## src/rtl/uart_pkg.sv

```systemverilog
// Shared definitions for the parameterised UART: FSM states, parity modes and
// data-bit encodings, reused by the TX top and the future RX.
package uart_pkg;

    typedef enum logic [2:0] {
        ST_IDLE   = 3'd0,
        ST_START  = 3'd1,
        ST_DATA   = 3'd2,
        ST_PARITY = 3'd3,
        ST_STOP1  = 3'd4,
        ST_STOP2  = 3'd5
    } state_t;

    localparam logic [1:0] PAR_NONE = 2'b00;
    localparam logic [1:0] PAR_EVEN = 2'b01;
    localparam logic [1:0] PAR_ODD  = 2'b10;
    localparam logic [1:0] PAR_MARK = 2'b11;

    localparam logic [1:0] DBITS_5 = 2'b00;
    localparam logic [1:0] DBITS_6 = 2'b01;
    localparam logic [1:0] DBITS_7 = 2'b10;
    localparam logic [1:0] DBITS_8 = 2'b11;

    function automatic logic [3:0] nbits_decode(input logic [1:0] code);
        logic [3:0] n;
        case (code)
            DBITS_5: n = 4'd5;
            DBITS_6: n = 4'd6;
            DBITS_7: n = 4'd7;
            DBITS_8: n = 4'd8;
            default: n = 4'd8;
        endcase
        return n;
    endfunction

endpackage

```

## src/rtl/uart_sync_fifo.sv

```systemverilog
// Single-clock first-word-fall-through FIFO with occupancy count; pushes when
// full and pops when empty are ignored.
module uart_sync_fifo #(
    parameter int WIDTH = 8,
    parameter int DEPTH = 4,
    localparam int PTR_W = $clog2(DEPTH),
    localparam int LVL_W = $clog2(DEPTH) + 1
) (
    input  logic             clk,
    input  logic             rst_n,
    input  logic             push,
    input  logic [WIDTH-1:0] push_data,
    input  logic             pop,
    output logic [WIDTH-1:0] pop_data,
    output logic             full,
    output logic             empty,
    output logic [LVL_W-1:0] level
);

    logic [WIDTH-1:0] mem [DEPTH];
    logic [PTR_W-1:0] wr_ptr;
    logic [PTR_W-1:0] rd_ptr;
    logic             do_push;
    logic             do_pop;

    assign full     = (level == LVL_W'(DEPTH));
    assign empty    = (level == '0);
    assign do_push  = push && !full;
    assign do_pop   = pop && !empty;
    assign pop_data = mem[rd_ptr];

    always_ff @(posedge clk) begin
        if (do_push) begin
            mem[wr_ptr] <= push_data;
        end
    end

    // DEPTH is a power of two, so the pointers wrap on their own
    always_ff @(posedge clk or negedge rst_n) begin
        if (!rst_n) begin
            wr_ptr <= '0;
            rd_ptr <= '0;
            level  <= '0;
        end else begin
            if (do_push) begin
                wr_ptr <= wr_ptr + PTR_W'(1);
            end
            if (do_pop) begin
                rd_ptr <= rd_ptr + PTR_W'(1);
            end
            case ({do_push, do_pop})
                2'b10:   level <= level + LVL_W'(1);
                2'b01:   level <= level - LVL_W'(1);
                default: level <= level;
            endcase
        end
    end

endmodule

```

## src/rtl/uart_tx_param.sv

```systemverilog
// Runtime-configurable UART transmitter (5-8 data bits, none/even/odd/mark
// parity, 1 or 2 stop bits, run-time baud divisor) fed from a small FIFO.
//
//  state  | meaning
//  IDLE   | line high, waiting for a queued byte
//  START  | start bit (low)
//  DATA   | data bits, LSB first, bit_idx selects the bit
//  PARITY | parity bit (even / odd / mark)
//  STOP1  | first stop bit (high)
//  STOP2  | optional second stop bit (high)
module uart_tx_param
    import uart_pkg::*;
#(
    parameter int DIV_W      = 16,
    parameter int FIFO_DEPTH = 4,
    localparam int LVL_W     = $clog2(FIFO_DEPTH) + 1
) (
    input  logic             clk,
    input  logic             rst_n,
    input  logic [DIV_W-1:0] cfg_div,
    input  logic [1:0]       cfg_data_bits,
    input  logic [1:0]       cfg_parity,
    input  logic             cfg_stop2,
    input  logic             s_valid,
    input  logic [7:0]       s_data,
    output logic             s_ready,
    output logic             tx,
    output logic             busy,
    output logic [LVL_W-1:0] fifo_level
);

    logic             fifo_push;
    logic             fifo_pop;
    logic             fifo_full;
    logic             fifo_empty;
    logic [7:0]       fifo_data;

    state_t           state;
    logic [DIV_W-1:0] cnt;
    logic [DIV_W-1:0] f_div;
    logic [DIV_W-1:0] div_eff;
    logic [2:0]       bit_idx;
    logic [2:0]       f_last;
    logic [7:0]       f_data;
    logic [1:0]       f_par;
    logic             f_stop2;
    logic [3:0]       nbits_cfg;
    logic [7:0]       load_mask;
    logic             last_clk;
    logic             frame_end;
    logic             tx_bit;

    uart_sync_fifo #(
        .WIDTH (8),
        .DEPTH (FIFO_DEPTH)
    ) u_fifo (
        .clk       (clk),
        .rst_n     (rst_n),
        .push      (fifo_push),
        .push_data (s_data),
        .pop       (fifo_pop),
        .pop_data  (fifo_data),
        .full      (fifo_full),
        .empty     (fifo_empty),
        .level     (fifo_level)
    );

    assign s_ready   = !fifo_full;
    assign fifo_push = s_valid && s_ready;

    assign nbits_cfg = nbits_decode(cfg_data_bits);
    assign load_mask = 8'hFF >> (4'd8 - nbits_cfg);
    assign div_eff   = (cfg_div < DIV_W'(2)) ? DIV_W'(2) : cfg_div;

    assign last_clk  = (cnt == f_div - DIV_W'(1));
    assign frame_end = last_clk &&
                       ((state == ST_STOP2) || (state == ST_STOP1 && !f_stop2));
    // Popping at frame end chains the next frame with no idle bit
    assign fifo_pop  = !fifo_empty && ((state == ST_IDLE) || frame_end);

    // Upper data bits are masked at load, so parity can reduce all 8 bits
    always_comb begin
        tx_bit = 1'b1;
        case (state)
            ST_START:  tx_bit = 1'b0;
            ST_DATA:   tx_bit = f_data[bit_idx];
            ST_PARITY: begin
                case (f_par)
                    PAR_EVEN: tx_bit = ^f_data;
                    PAR_ODD:  tx_bit = ~^f_data;
                    PAR_MARK: tx_bit = 1'b1;
                    default:  tx_bit = 1'b1;
                endcase
            end
            default:   tx_bit = 1'b1;
        endcase
    end

    always_ff @(posedge clk or negedge rst_n) begin
        if (!rst_n) begin
            state   <= ST_IDLE;
            cnt     <= '0;
            bit_idx <= '0;
            f_div   <= DIV_W'(2);
            f_last  <= 3'd7;
            f_data  <= '0;
            f_par   <= PAR_NONE;
            f_stop2 <= 1'b0;
            busy    <= 1'b0;
            tx      <= 1'b1;
        end else begin
            tx <= tx_bit;
            if (fifo_pop) begin
                state   <= ST_START;
                cnt     <= '0;
                bit_idx <= '0;
                f_div   <= div_eff;
                f_last  <= 3'(nbits_cfg - 4'd1);
                f_data  <= fifo_data & load_mask;
                f_par   <= cfg_parity;
                f_stop2 <= cfg_stop2;
                busy    <= 1'b1;
            end else if (state != ST_IDLE) begin
                if (!last_clk) begin
                    cnt <= cnt + DIV_W'(1);
                end else begin
                    cnt <= '0;
                    case (state)
                        ST_START: state <= ST_DATA;
                        ST_DATA: begin
                            if (bit_idx == f_last) begin
                                state <= (f_par == PAR_NONE) ? ST_STOP1 : ST_PARITY;
                            end else begin
                                bit_idx <= bit_idx + 3'd1;
                            end
                        end
                        ST_PARITY: state <= ST_STOP1;
                        ST_STOP1: begin
                            if (f_stop2) begin
                                state <= ST_STOP2;
                            end else begin
                                state <= ST_IDLE;
                                busy  <= 1'b0;
                            end
                        end
                        ST_STOP2: begin
                            state <= ST_IDLE;
                            busy  <= 1'b0;
                        end
                        default: begin
                            state <= ST_IDLE;
                            busy  <= 1'b0;
                        end
                    endcase
                end
            end
        end
    end

endmodule

```

## config.mk

```make
export PLATFORM = sky130hd
export DESIGN_NAME = uart_tx_param
export DESIGN_NICKNAME = d
export VERILOG_FILES = /design/src/rtl/uart_pkg.sv /design/src/rtl/uart_sync_fifo.sv /design/src/rtl/uart_tx_param.sv
export SDC_FILE = /design/constraint.sdc
export NUM_CORES = 1
export LEC_CHECK = 0
export CAP_MARGIN = 20
export CORE_ASPECT_RATIO = 0.5
export CORE_UTILIZATION = 29
export DETAILED_ROUTE_END_ITERATION = 16
export GPL_TIMING_DRIVEN = 1
export MAX_ROUTING_LAYER = met4
export PLACE_DENSITY = 0.46
export SLEW_MARGIN = 20
export SYNTH_ARGS = -nofsm -noshare
export SYNTH_HDL_FRONTEND = slang
export SYNTH_SLANG_ARGS = --single-unit
```

## constraint.sdc

```tcl
create_clock -name clk -period 4.68 [get_ports clk]
set_clock_uncertainty 0.2 [all_clocks]
set_input_delay 0.936 -clock clk [delete_from_list [all_inputs] [get_ports clk]]
set_output_delay 0.936 -clock clk [all_outputs]
set_load 0.01 [all_outputs]
```

==> flow_summary.toml <==
[place]
dp_cells = 694
portBuffers = 37
gp_congestion = 0.8421
place_hpwl_mm = 8.140
placed_cell_area_um2 = 5783

[grt]
grt_overflow = 0
grt_pass1_vias = 3515
track_usage = 0.1327
grt_start_max_net_pins = 44
top_usage_layer = "met2"
met3_usage = 0.02817
grt_pass1_wl_mm = 18.80
antenna_found_initial = 0
met1_usage = 0.1802
met2_usage = 0.2050

[worst_setup_path]
cp.arrival_ns = 3.80
path_max_fanout = 34
start_kind = "flip-flop"
critical_path.endpoint_type = "flip-flop"
critPathKind = "flip-flop to flip-flop"
required_ns = 4.71

[route]
vias = 3453
drt_wl_total_mm = 11.28
drtIter0Drc = 191
drcViolationCount = 0
antenna_left = 0
wire_per_inst_um = 15.88
via_per_inst = 4.863
firstDrtPassIters = 4

[clock_tree]
max-clock-path-buffers = 2
post-cts-setup-buffers = 0
cts_hold_buf = 0
insertion_delay_ns = 0.34
cts_buffers = 9
clockRootBuffer = "clkbuf_16"
clock-sinks = 93
htreeDepth = 3
cts_tree = "yes"
path_clk_slew_ns = 0.07
post_cts_resize_count = 0

[logic_synthesis]
synth_area_leaders = "dfrtp_1, edfxtp_1, mux2_4, xnor2_1, mux4_2"
yosys.area.top_type_share = 0.2667
avgSynthCellArea_um2 = 11.89
synth_area_um2 = 5254
syn-num-nets = 491
synthCells = 442
yosysTopAreaCell = "dfrtp_1"
ys_seq_area_frac = 0.4746
synth_seq_cells = 93
synthArstFlopShare = 0.6559
yosys_warnings = 0
synthDistinctLibCells = 66
synth_ff_type = "dfrtp_1"
synth-edff-count = 32

[finish]
regArea_um2 = 2494
diodes = 0
layout.cells.non_filler = 710
multi_input_area_um2 = 2517
area_growth_pct = 15.77
layout.nets = 520
fill_cells = 1768
fin_util = 0.3470
drive_gt1_frac = 0.1534
design_area_um2 = 6082

[status]
status = "finished clean"

[power_and_ir_drop]
p_per_area_nw_per_um2 = 565.4
power_uw = 3439
p_seq_frac = 0.424
ir_drop_uv = 204.8
p_sw_uw = 1268
switching_share = 0.3687
p_leak_uw = 0.002303
p_int_uw = 2171
p_clk_frac = 0.213
p_comb_frac = 0.363

[floorplanning]
dieArea_um2 = 18690
io_pins = 38
die_height_um = 97.18
coreArea_um2 = 17530
initial_core_util = 0.2998
die_w_um = 192.4
rows = 34

[timing]
worst_pin_slew_ns = 0.9584
slew_viol_final = 0
fmax_mhz = 265.3
relSlewSlack = 0.3446
fin_setup_tns_ns = 0
setup-violations-final = 0
finalCritPeriodShare = 0.8055
rsz0062_at_grt = "false"
period_minus_slack_ns = 3.770
hold_viol = 0

[min_path]
min_path_type = "flip-flop to flip-flop"

[run]
max_cap_viol_count = 0
==> cell usage after synthesis, drive strengths merged, types with 10 or more instances <==
cell type,instances
buf,12
clkbuf,12
dfrtp,56
edfxtp,32
ha,16
inv,19
mux2,26
mux2i,10
mux4,10
nand2,30
nand3,12
nand4,14
nor2,22
nor3,10
nor4,15
o21ai,18
xnor2,26
xor2,15
==> critical path: stages (launching register included) <==
cell and delay [ns]:
dfrtp_1 0.50, inv_1 0.16, ha_1 0.25, nor4b_2 0.37, nand2_1 0.09, or4_1 0.53
nand2_1 0.17, and4_4 0.32, o21ai_4 0.10, inv_6 0.09, buf_4 0.49, mux2_1 0.38
==> state kept, by name (all words and copies together), names as in the netlist, 2 cells and up <==
register	count
f_par	2
u_fifo.mem	32
f_div	16
u_fifo.rd_ptr	2
u_fifo.wr_ptr	2
cnt	16
bit_idx	3
u_fifo.level	3
state	3
f_last	3
f_data	8
==> worst paths after layout <==
check | start | cells after the start | to | slack, ns
max | f_div[0]$_DFFE_PN0N_ | 11 | f_div[13]$_DFFE_PN0N_ | 0.91
min | busy$_DFFE_PN0P_ | 1 | busy$_DFFE_PN0P_ | 0.31
max reg2reg | f_div[0]$_DFFE_PN0N_ | 11 | f_div[13]$_DFFE_PN0N_ | 0.91
min reg2reg | busy$_DFFE_PN0P_ | 1 | busy$_DFFE_PN0P_ | 0.31
max in group asynchronous | rst_n | 2 | f_div[1]$_DFFE_PN1N_ | 3.16
min in group asynchronous | rst_n | 1 | u_fifo.level[2]$_DFFE_PN0P_ | 0.38
==> logic make-up after synthesis <==
logic type | after synthesis | synth area share
compound gates | 63 | 0.09026
xor+xnor | 41 | 0.06835
fa+ha+maj | 17 | 0.04191
buf+inv | 43 | 0.04620
flops | 93 | 0.4746
mux | 46 | 0.1319
simple gates | 139 | 0.1467
==> layer usage <==
| layer | wire (µm) | vias to the layer above | share of wire |
|---|---|---|---|
| li1 | - | 1698 | - |
| met1 | 5667 | 1708 | 0.50 |
| met2 | 5234 | 40 | 0.46 |
| met3 | 302 | 7 | 0.027 |
| met4 | 71 | 0 | 0.0063 |
| met5 | 0 | - | 0 |
==> power groups by stage <==
| stage | Combinational (µW) | Sequential (µW) | Clock, µW |
|---|---|---|---|
| global placement | 1260 | 1480 | 0 |
| global route | 1400 | 1510 | 785 |
| floorplan | 1090 | 1300 | 0 |
| detailed placement | 1260 | 1480 | 0 |
| CTS | 1270 | 1470 | 758 |
| finish | 1250 | 1460 | 732 |
==> per-stage QoR <==
step / hold WS (ns) / setup WS [ns]
final: 0.3142 / 0.9102
after global routing: 0.3559 / 0.6209
after CTS: 0.3190 / 0.9189
after detailed placement: 0.2996 / 0.9436
after global placement: 0.2951 / 1.008
after floorplan: 0.2875 / 0.9879
==> cell type report <==
cell class / count / area share
clock buffers: 9 / 0.03703
clock inverters: 7 / 0.01173
inverters: 19 / 0.01255
multi-input cells: 306 / 0.4139
flip-flops and latches: 93 / 0.4100
well taps: 234 / 0.04814
repair buffers: 42 / 0.06665
==> layout by cell type (no fill, tap or decap), types with 3 or more instances in the layout <==
cell	count
inv_6	3
inv_8	4
or2_2	3
xor2_1	15
xnor2_1	26
and2_1	3
nor2_1	22
nor3_1	9
o31a_1	5
clkbuf_16	9
mux2_4	20
mux2i_1	10
buf_4	6
o21ai_0	16
inv_1	18
nand4_1	14
dfstp_2	5
mux2_1	5
nand3_1	12
a21oi_1	7
ha_1	16
mux4_2	10
dfrtp_1	56
nor4_1	14
nor2b_1	4
clkdlybuf4s50_1	36
nand2_1	30
o311ai_0	4
a22o_1	4
and3_1	8
nand2b_1	3
edfxtp_1	32
o211ai_1	3
a31oi_1	3
Power figures use the tool's default switching activity.
==> variant 1 (config.mk and constraints unchanged) <==
Re-encode `state_t` (6 states) as Gray code, 3 bits wide.
--- a/src/rtl/uart_pkg.sv
+++ b/src/rtl/uart_pkg.sv
@@ -3,12 +3,12 @@
 package uart_pkg;
 
     typedef enum logic [2:0] {
-        ST_IDLE   = 3'd0,
-        ST_START  = 3'd1,
-        ST_DATA   = 3'd2,
-        ST_PARITY = 3'd3,
-        ST_STOP1  = 3'd4,
-        ST_STOP2  = 3'd5
+        ST_IDLE   = 3'b000,
+        ST_START  = 3'b001,
+        ST_DATA   = 3'b011,
+        ST_PARITY = 3'b010,
+        ST_STOP1  = 3'b110,
+        ST_STOP2  = 3'b111
     } state_t;
 
     localparam logic [1:0] PAR_NONE = 2'b00;
Function: no difference found for any inputs over 10 cycles, from zero or initial values and one cycle with rst_n low; not proved beyond that.
==> variant 1 against the original RTL <==
  * Wire length is 15% lower
  * Clock power increased by 3%
  * Synthesized cell count shrank 5.9%
  * Core utilization grew 0.48 points
  * Final cell count decreased by 4.2%
  * Sequential cell count unchanged
  * Largest power group unchanged
  * Design area fell by 4.7%
  * Critical endpoint is now u_fifo.level[2]$_DFFE_PN0P_
  * First-iteration DRC count down 28%
  * Setup slack worse by 5.6 ps
  * Worst hold slack got worse by 16 ps
  * Synthesized area fell by 6.2%
  * Total power is 5.8% lower
==> variant 1: results (changes against the original RTL) <==
Status -> complete, no violations (unchanged)
Sequential power -> 0.00138 W (was 0.00146 W)
Number of global-route vias before repair -> 3036 (was 3515)
RD Place Congestion -> 0.792 (was 0.842)
Tot GR Track Use -> 0.121 (was 0.133)
Clock group -> 0.000752 W (was 0.000732 W)
Synth Warn # -> 0 (unchanged)
Via/cell ratio -> 4.56 (was 4.86)
XOR/XNOR Fraction of Synth Area -> 0.0693 (was 0.0683)
Initial DRC count -> 138 (was 191)
CP max FO -> 4 (was 34)
Post-synthesis sequential area ratio -> 0.506 (was 0.475)
Placed inst area -> 5490 um2 (was 5780 um2)
Cells after synthesis -> 416 (was 442)
Hold WS -> 298 ps (was 314 ps)
Syn_nets -> 465 (was 491)
Count of different cell masters after synthesis -> 48 (was 66)
Synth top cells by count -> dfrtp_1, edfxtp_1, nand2_1 (unchanged)
Peak supply drop -> 0.204 mV (was 0.205 mV)
Slew Limit Headroom -> 0.472 (was 0.345)
Share of cells above drive strength 1 -> 0.155 (was 0.153)
Port Buffer Count -> 37 (unchanged)
Top_reg_cell synth -> dfrtp_1 (unchanged)
HP Class -> flip-flop to flip-flop (unchanged)
Data arrival time of the worst path -> 3850 ps (was 3800 ps)
Post-synthesis compound-gate area fraction -> 0.0729 (was 0.0903)
Leakage -> 2.23 nW (was 2.30 nW)
Synth area leaders -> dfrtp_1, edfxtp_1, mux2_2, xnor2_1, mux4_2 (was dfrtp_1, edfxtp_1, mux2_4, xnor2_1, mux4_2)
Global-route wire length before repair -> 16000 um (was 18800 um)
Inst Count DP -> 664 (was 694)
Net switching power -> 0.00111 W (was 0.00127 W)
WL/cell -> 14.2 um (was 15.9 um)
Dpl ws -> 927 ps (was 944 ps)
Final min period -> 3780 ps (was 3770 ps)
Total Nets Final -> 497 (was 520)
Drt total wl -> 9640 um (was 11300 um)
Detail Placement HPWL -> 6980 um (was 8140 um)
Post-synthesis mux area share -> 0.136 (was 0.132)
Pint -> 0.00213 W (was 0.00217 W)
Initial antenna violation count -> 0 (unchanged)
Largest net degree at the start of global routing -> 40 (was 44)
-- variant 1: cell types whose count changed in the layout (fill, tap and decap cells not counted), moves of 5 or more --
cell | before | now
mux2_2 | 1 | 28
mux2_4 | 20 | 0
inv_1 | 18 | 26
o31a_1 | 5 | 0
nand4_1 | 14 | 4
a21oi_1 | 7 | 15
nor4_1 | 14 | 5
mux2_1 | 5 | 0
-- variant 1: path summary, 6_finish.rpt --
check,startpoint,to,cells past startpoint
min in group asynchronous,rst_n,f_div[2]$_DFFE_PN0N_,1
worst max-delay path,f_div[4]$_DFFE_PN0N_,u_fifo.level[2]$_DFFE_PN0P_,13
max in group asynchronous,rst_n,tx$_DFF_PN1_,2
worst max register to register,f_div[4]$_DFFE_PN0N_,u_fifo.level[2]$_DFFE_PN0P_,13
worst min register to register,f_div[1]$_DFFE_PN1N_,f_div[1]$_DFFE_PN1N_,2
worst min-delay path,f_div[1]$_DFFE_PN1N_,f_div[1]$_DFFE_PN1N_,2
-- variant 1: metal layers --
metal | GRT usage | part of all wire
met3 | 0.0373 | 0.030
met2 | 0.180 | 0.45
met4 | 0.0269 | 0.0065
met5 | - | 0
met1 | 0.161 | 0.52
-- variant 1: worst max-delay path, cell delays in order, from the launching register on --
cell and delay [ps]:
dfrtp_1 420, nor4_1 570, nand4_1 300, or4_1 570
o211ai_1 110, and4_4 280, a31oi_4 110, nor2_4 130
ha_1 180, inv_1 60, fa_1 370, xor2_1 170
nor2_1 110, xor2_1 150
-- variant 1: area by class of cell --
class / instances / area (um2)
Clock inverter: 7 / 80.1
Clock buffer: 9 / 225
Sequential cell: 93 / 2490
Multi-Input combinational cell: 278 / 2230
Inverter: 26 / 97.6
Fill cell: 1641 / 10700
Tap cell: 227 / 284
Timing Repair Buffer: 40 / 388
==> variant 2 (config.mk and constraints unchanged) <==
Made on the original files. `DIV_W`: 16 -> 32.
--- a/src/rtl/uart_tx_param.sv
+++ b/src/rtl/uart_tx_param.sv
@@ -11,7 +11,7 @@
 module uart_tx_param
     import uart_pkg::*;
 #(
-    parameter int DIV_W      = 16,
+    parameter int DIV_W      = 32,
     parameter int FIFO_DEPTH = 4,
     localparam int LVL_W     = $clog2(FIFO_DEPTH) + 1
 ) (
Ports: changed (resized cfg_div); port bits go from 38 to 54. No check against the original RTL was run, so the function may have changed too.
==> variant 2 against the original RTL <==
  * Design area rose by 40%
  * Non-clock buffer count rose by 20
  * Total power rose by 35%
  * Sequential cell count rose by 32
  * Die area rose by 36%
  * Setup slack got worse by 550 ps
  * Worst hold slack got worse by 65 ps
  * Count of clock-buffer cells in the layout rose by 9
  * Wire length rose by 63%
  * Synthesized area rose by 36%
  * Largest cell class unchanged
  * Highest routed layer unchanged
==> variant 2: results (changes against the original RTL) <==
Total CTS buffers -> 17 (was 9)
Peak supply drop -> 0.238 mV (was 0.205 mV)
Synth area leaders -> dfrtp_1, edfxtp_1, xnor2_1, mux2_2, mux4_2 (was dfrtp_1, edfxtp_1, mux2_4, xnor2_1, mux4_2)
Syn_area_per_cell -> 10.7 um2 (was 11.9 um2)
Synth Area in Adders -> 0.0307 (was 0.0419)
Top Registers -> cnt: 32 flops, f_div: 32 flops, u_fifo.mem: 32 flops (was u_fifo.mem: 32 flops, cnt: 16 flops, f_div: 16 flops)
Synth Warn # -> 0 (unchanged)
Worst reg2reg path depth -> 12 (was 11)
Data arrival time of the worst path -> 4430 ps (was 3800 ps)
Worst r2r src -> f_div[0]$_DFFE_PN0P_ (was f_div[0]$_DFFE_PN0N_)
Count of different cell masters after synthesis -> 65 (was 66)
Number of global-route vias before repair -> 5248 (was 3515)
HP Class -> input port to async pin (was flip-flop to flip-flop)
Total Nets Final -> 775 (was 520)
Synth top cells by count -> dfrtp_1, nand2_1, xnor2_1 (was dfrtp_1, edfxtp_1, nand2_1)
Via Count -> 5279 (was 3453)
XOR/XNOR Fraction of Synth Area -> 0.0818 (was 0.0683)
Largest net degree at the start of global routing -> 48 (was 44)
Tcrit/Tclk final -> 0.923 (was 0.806)
Root buffer cell -> clkbuf_16 (unchanged)
Met3 usage -> 0.0392 (was 0.0282)
WL met3 -> 649 um (was 302 um)
Routed length on met1 -> 9640 um (was 5670 um)
CTS H-tree lvls -> 4 (was 3)
RR Endpoint -> f_div[20]$_DFFE_PN0P_ (was f_div[13]$_DFFE_PN0N_)
Slew Limit Headroom -> 0.438 (was 0.345)
Setup slack, reg-to-reg -> 360 ps (was 910 ps)
Asr flop ratio synth -> 0.744 (was 0.656)
Post-CTS Setup Inserts -> 0 (unchanged)
M1 GR Usage -> 0.223 (was 0.180)
Status -> complete, no violations (unchanged)
Final Non-Filler Cells -> 1059 (was 710)
Global-route wire length before repair -> 29700 um (was 18800 um)
Drt total wl -> 18400 um (was 11300 um)
TritonRoute pass-1 iters -> 5 (was 4)
Tot GR Track Use -> 0.159 (was 0.133)
Detail Placement HPWL -> 13000 um (was 8140 um)
Met2 usage -> 0.225 (was 0.205)
Placed inst area -> 7990 um2 (was 5780 um2)
Dpl ws -> 382 ps (was 944 ps)
Leakage -> 3.20 nW (was 2.30 nW)
Initial DRC count -> 260 (was 191)
WL met2 -> 7920 um (was 5230 um)
RD Place Congestion -> 0.863 (was 0.842)
Syn_nets -> 736 (was 491)
Port Buffer Count -> 53 (was 37)
Inst Count DP -> 1027 (was 694)
Post-synthesis sequential area ratio -> 0.459 (was 0.475)
CP max FO -> 47 (was 34)
Post-synthesis mux area share -> 0.117 (was 0.132)
Share of cells above drive strength 1 -> 0.138 (was 0.153)
Hold WS -> 249 ps (was 314 ps)
Worst skew pair latency -> 430 ps (was 340 ps)
Post-synthesis compound-gate area fraction -> 0.0937 (was 0.0903)
[variant 2: changes by cell type after synthesis, sizes merged, moves of 7 or more]
cell | unedited run | this run
dfrtp | 56 | 88
nand2 | 30 | 53
xnor2 | 26 | 46
nor2 | 22 | 40
clkbuf | 12 | 29
mux2 | 26 | 43
nand4 | 14 | 28
nand3 | 12 | 24
a31oi | 3 | 13
nor3 | 10 | 19
o22ai | 0 | 9
or4 | 1 | 8
[variant 2: worst max-delay path, cell delays in order, from the launching register on]
cell,delay [ps]
dfrtp_1,430
inv_1,100
ha_1,300
or4b_1,530
nor4_1,340
xnor2_1,120
nor4_1,270
nand4_1,200
nor4_4,330
nand4_4,170
a21oi_4,180
buf_4,570
mux2_2,410
[variant 2: final cells by class]
| type | instances | area, um2 |
|---|---|---|
| fill | 2466 | 15600 |
| multi-input combinational | 480 | 3590 |
| sequential | 125 | 3290 |
| timing repair buffer | 62 | 596 |
| clock buffer | 18 | 429 |
| tap | 336 | 420 |
| clock inverter | 14 | 114 |
| inverter | 24 | 90.1 |
[variant 2: report_power, final]
part	total [W]	internal [W]	switching [W]
Sequential	0.00189	0.00145	0.000436
Clock	0.00123	0.000684	0.000546
Combinational	0.00153	0.000799	0.000727
[variant 2: worst max path at each step]
stage,cells after the start,start,endpoint
finish,12,f_div[0]$_DFFE_PN0P_,f_div[20]$_DFFE_PN0P_
global route,12,f_div[0]$_DFFE_PN0P_,f_div[5]$_DFFE_PN0P_
CTS,12,f_div[0]$_DFFE_PN0P_,f_div[5]$_DFFE_PN0P_
detailed placement,12,f_div[0]$_DFFE_PN0P_,f_div[26]$_DFFE_PN0P_
global placement,12,f_div[0]$_DFFE_PN0P_,f_div[24]$_DFFE_PN0P_
floorplan,14,f_div[7]$_DFFE_PN0P_,u_fifo.level[1]$_DFFE_PN0P_
